--- config.mk ---
export PLATFORM = sky130hd
export DESIGN_NAME = led_frame_scanner
export DESIGN_NICKNAME = d
export VERILOG_FILES = /design/src/rtl/led_frame_scanner.sv
export SDC_FILE = /design/constraint.sdc
export NUM_CORES = 1
export LEC_CHECK = 0
export CORE_AREA = 8 8 269 271
export CTS_BUF_LIST = sky130_fd_sc_hd__clkbuf_2
export DETAILED_ROUTE_END_ITERATION = 6
export DIE_AREA = 0 0 277 279
export DONT_BUFFER_PORTS = 1
export PLACE_DENSITY = 0.8
export SKIP_CTS_REPAIR_TIMING = 1
export SLEW_MARGIN = 20
export SYNTH_ARGS = -nofsm -noshare
export SYNTH_HDL_FRONTEND = slang
export SYNTH_SLANG_ARGS = --single-unit
--- constraint.sdc ---
create_clock -name clk -period 28.1 [get_ports clk]
set_clock_uncertainty 0.15 [all_clocks]
set_input_delay 5.62 -clock clk [delete_from_list [all_inputs] [get_ports clk]]
set_output_delay 5.62 -clock clk [all_outputs]
set_load 0.02 [all_outputs]
--- src/rtl/led_frame_scanner.sv ---
// Purpose : double-buffered LED frame feeder; per entry LOAD -> BLANK (OE=1) -> SHOW (OE=0).
// Latency : rA..rD valid on the LOAD exit edge; OE falls 1+BLANK_CYCLES cycles after LOAD.
// Backpr. : none; host writes and swap requests are always accepted (swap deferred to frame end).
// Ports   : clk/rst (sync, active-low); en scan enable; wr_en/wr_addr/wr_data write the back bank;
//           swap_req requests a bank swap; rA..rD panel data; OE active-low enable; row_idx entry
//           index; busy = not idle; frame_done / swap_ack single-cycle pulses.
module led_frame_scanner #(
  parameter int DEPTH        = 4,
  parameter int BLANK_CYCLES = 37,
  parameter int DWELL_CYCLES = 37,
  parameter int AW           = (DEPTH > 1) ? $clog2(DEPTH) : 1
) (
  input  logic          clk,
  input  logic          rst,
  input  logic          en,
  input  logic          wr_en,
  input  logic [AW-1:0] wr_addr,
  input  logic [127:0]  wr_data,
  input  logic          swap_req,
  output logic [31:0]   rA,
  output logic [31:0]   rB,
  output logic [31:0]   rC,
  output logic [31:0]   rD,
  output logic          OE,
  output logic [AW-1:0] row_idx,
  output logic          busy,
  output logic          frame_done,
  output logic          swap_ack
);

  localparam int MAXC = (BLANK_CYCLES > DWELL_CYCLES) ? BLANK_CYCLES : DWELL_CYCLES;
  localparam int CW   = $clog2(MAXC + 1);

  typedef enum logic [1:0] {ST_IDLE, ST_LOAD, ST_BLANK, ST_SHOW} state_t;

  state_t          state_q, state_d;
  logic [CW-1:0]   cnt_q, cnt_d;
  logic [AW-1:0]   row_idx_q, row_idx_d;
  logic            front_q, front_d;
  logic            pending_q, pending_d;
  logic [127:0]    data_q, data_d;
  logic            swap;
  logic            frame_end;
  logic            cnt_zero;

  // Two banks; not reset. Writes always target the bank that is "back" right now,
  // so a write in the swap cycle lands in the bank that is about to become front.
  logic [127:0]    bank_mem [2][DEPTH];

  always_ff @(posedge clk) begin
    if (wr_en) begin
      bank_mem[~front_q][wr_addr] <= wr_data;
    end
  end

  always_comb begin
    state_d   = state_q;
    cnt_d     = cnt_q;
    row_idx_d = row_idx_q;
    front_d   = front_q;
    pending_d = pending_q;
    data_d    = data_q;
    swap      = 1'b0;
    frame_end = 1'b0;
    cnt_zero  = (cnt_q == '0);

    case (state_q)
      ST_IDLE: begin
        if (en) begin
          state_d = ST_LOAD;
          swap    = pending_q;
        end
      end
      ST_LOAD: begin
        // front_q already reflects any swap taken on the way into LOAD.
        data_d  = bank_mem[front_q][row_idx_q];
        state_d = ST_BLANK;
      end
      ST_BLANK: begin
        if (cnt_zero) begin
          state_d = ST_SHOW;
        end
      end
      ST_SHOW: begin
        if (cnt_zero) begin
          if (row_idx_q == AW'(DEPTH - 1)) begin
            row_idx_d = '0;
            frame_end = 1'b1;
            swap      = pending_q;
          end else begin
            row_idx_d = row_idx_q + AW'(1);
          end
          state_d = en ? ST_LOAD : ST_IDLE;
        end
      end
      default: state_d = ST_IDLE;
    endcase

    // Going idle blanks the data bus and rewinds to entry 0; a pending swap survives.
    if ((state_d == ST_IDLE) && (state_q != ST_IDLE)) begin
      data_d    = '0;
      row_idx_d = '0;
    end

    // The counter holds "cycles left after this one" in the current state.
    if (state_d != state_q) begin
      case (state_d)
        ST_BLANK: cnt_d = CW'(BLANK_CYCLES - 1);
        ST_SHOW:  cnt_d = CW'(DWELL_CYCLES - 1);
        default:  cnt_d = '0;
      endcase
    end else if (!cnt_zero) begin
      cnt_d = cnt_q - CW'(1);
    end

    // A request arriving in the swap cycle is absorbed by that swap.
    if (swap) begin
      front_d   = ~front_q;
      pending_d = 1'b0;
    end else if (swap_req) begin
      pending_d = 1'b1;
    end
  end

  always_ff @(posedge clk) begin
    if (!rst) begin
      state_q   <= ST_IDLE;
      cnt_q     <= '0;
      row_idx_q <= '0;
      front_q   <= 1'b0;
      pending_q <= 1'b0;
      data_q    <= '0;
    end else begin
      state_q   <= state_d;
      cnt_q     <= cnt_d;
      row_idx_q <= row_idx_d;
      front_q   <= front_d;
      pending_q <= pending_d;
      data_q    <= data_d;
    end
  end

  assign rA         = data_q[31:0];
  assign rB         = data_q[63:32];
  assign rC         = data_q[95:64];
  assign rD         = data_q[127:96];
  assign OE         = (state_q != ST_SHOW);
  assign busy       = (state_q != ST_IDLE);
  assign row_idx    = row_idx_q;
  // Pulses are suppressed while reset is asserted so nothing escapes the reset cycle.
  assign frame_done = frame_end & rst;
  assign swap_ack   = swap & rst;

endmodule

==> impl_metrics.env <==
export IMPL_status="completed"
export IMPL_synthTopCellsByArea="edfxtp_1 70%, mux4_2 13%, dfxtp_1 6.5%"
export IMPL_grt_pass1_vias=22100
export IMPL_start_kind="input port"
export IMPL_clock_latency_ns=1.34
export IMPL_synth_area_leader_cell="edfxtp_1"
export IMPL_fp_dieArea_mm2=0.0773
export IMPL_yosysMostFrequentCell="edfxtp_1"
export IMPL_power_density_mw_per_mm2=83.6
export IMPL_wirelength_mm=88.2
export IMPL_grt_max_degree=169
export IMPL_tightest_slew_ns=1.10
export IMPL_slew_viol_final=0
export IMPL_dpl_hpwl_mm=46.7
export IMPL_yosysUniqueCellTypes=38
export IMPL_regToRegSetupSlack_ns=24.06
export IMPL_antenna_found_initial=2
export IMPL_finalCoreUtilization=0.693
export IMPL_synth_edf_count=1024
export IMPL_synthesis_area_mm2=0.0437
export IMPL_drtIter0Drc=1919
export IMPL_crit_fanout=6
export IMPL_fmaxAchievable_ghz=0.0830
export IMPL_final_area_mm2=0.0471
export IMPL_h_tree_depth=5
export IMPL_crit_type="input port to primary output"
export IMPL_peakVddDrop_mv=0.0697
export IMPL_start_util=0.643
export IMPL_cp_data_required_time_ns=22.33
export IMPL_fp_dieW_um=277
export IMPL_grt_use_met2=0.378
export IMPL_core_mm2=0.0680
export IMPL_place_ws_ns=16.06
export IMPL_die_height_um=279
export IMPL_min_period_ns=12.05
export IMPL_power_mw=3.94
export IMPL_ys_ff_latch=1165
export IMPL_clk_pin_slew_worst_paths_ns=0.08
export IMPL_grt_setup_unrepaired="false"
export IMPL_drcViolationCount=0
export IMPL_syn_inst=2013
export IMPL_cts_sinks=1165
export IMPL_final_setup_tns_ns=0
export IMPL_period_share=0.429
export IMPL_setup_violations=0
export IMPL_clk_path_buf_depth=4
export IMPL_post_drt_wl_per_cell_um=26.6
export IMPL_io_pins=269
export IMPL_cts_buffers=296
export IMPL_seq_area_frac_synth=0.768
export IMPL_finalHoldViolCount=0
export IMPL_yosysTopAreaCellShare=0.704
export IMPL_grt_use_total=0.228
export IMPL_num_rows=96
export IMPL_cts_root_buf="clkbuf_2"
export IMPL_syn_num_nets=2154
export IMPL_slew_headroom=0.263
export IMPL_avgSynthCellArea_um2=21.7
export IMPL_grt_pass1_wl_mm=133
export IMPL_cp_end_kind="primary output"
export IMPL_grt_util_met3=0.0823
export IMPL_numPlacedInstances=2801
export IMPL_synth_flop_cell="edfxtp_1"
export IMPL_crit_path_end="swap_ack"
export IMPL_viasPerCell=6.18
export IMPL_ff2ff_path_depth=5
export IMPL_top_usage_layer="met2"
export IMPL_hp_class="flop to flop"
export IMPL_setup_ws_ns=16.05
export IMPL_first_pass_iters=7
export IMPL_gp_congestion=0.763
export IMPL_layout_nets=2358
export IMPL_met1_usage=0.278
export IMPL_final_cells=3317
export IMPL_holdWs_ns=0.382
export IMPL_vias=20500
export IMPL_crit_start="en"
export IMPL_synth_common_cells="1024 x edfxtp_1, 256 x mux4_2, 145 x nor2_1"
export IMPL_overflow=0
export IMPL_port_buffers=0
export IMPL_drv_cap=0
export IMPL_crit_arrival_ns=6.28
export IMPL_synth_async_sr_flop_share=0
export IMPL_drive_gt1_frac=0.355
export IMPL_syn_to_final_growth_pct=7.89
export IMPL_reg2reg_to="data_q[103]"
export IMPL_cts_tree="yes"
export IMPL_ant_nets=0
export IMPL_whs_path_depth=2
export IMPL_ys_warn_count=0
export IMPL_p_leak_nw=14.7
export IMPL_placedInstanceArea_mm2=0.0446
export IMPL_fill_cells=4145
## sequential cells by signal, summed over array words and instances (netlist names), named ones only
signal and cells:
cnt_q 6, row_idx 2, front_q 1, state_q 2, pending_q 1, data_q 128
bank_mem 1024
## logic make-up (layout without fill, tap and decap cells)
group                    Yosys count  after routing  synth area share
adder cells (fa/ha/maj)            6              6           0.00172
multiplexers                     384            384             0.161
AND/OR/NAND/NOR                  181            181            0.0172
flip-flops                      1165           1165             0.768
other                              0              1                 0
buffers and inverters            125            546            0.0135
XOR/XNOR                           4              4          0.000802
AO/OA/AOI/OAI                    148            148            0.0373
## critical path, stage by stage
cell,delay [ns]
nand2_1,0.08
a21oi_1,0.28
and2_1,0.30
## layout make-up
type | instances | area (µm²) | area share
Multi-Input combinational cell | 723 | 9610 | 0.204
Clock inverter | 68 | 293 | 0.00621
Timing Repair Buffer | 24 | 284 | 0.00602
Tap cell | 882 | 1100 | 0.0234
Antenna cell | 1 | 2.50 | 0.0000531
Inverter | 7 | 26.3 | 0.000557
Clock buffer | 447 | 2240 | 0.0475
Sequential cell | 1165 | 33600 | 0.712
## where the power goes
part | internal [mW] | switching [mW] | leakage, nW
sequential | 2.04 | 0.237 | 10.5
clock | 0.430 | 0.640 | 2.02
combinational | 0.232 | 0.366 | 2.22
## how the worst min path moves through the flow
stage          startpoint         to  slack, ns
2_1_floorplan    cnt_q[4]   cnt_q[4]       0.32
3_3_place_gp     cnt_q[4]   cnt_q[4]       0.33
3_5_place_dp     cnt_q[4]   cnt_q[4]       0.36
4_1_cts          cnt_q[4]   cnt_q[4]       0.37
5_1_grt          cnt_q[4]   cnt_q[4]       0.39
6_report        pending_q  pending_q       0.38
## layer usage
| metal | share of wire | wire, µm | up-vias |
|---|---|---|---|
| met1 | 0.38 | 33800 | 10600 |
| li1 | - | - | 8899 |
| met3 | 0.092 | 8150 | 132 |
| met5 | 0 | 0 | - |
| met2 | 0.50 | 44300 | 849 |
| met4 | 0.022 | 1920 | 0 |
## placed cells by master (no fill, tap or decap), drive strengths merged, types with 2 or more instances in the layout
master	n
a21bo	2
nor2	146
a21oi	6
mux2i	128
dfxtp	141
xnor2	4
nand2	11
clkbuf	447
ha	6
nand3	5
clkinv	56
buf	24
a211oi	128
or3	4
nand2b	5
nor3	5
o41ai	2
mux4	256
edfxtp	1024
inv	18
Power figures use the tool's default switching activity.
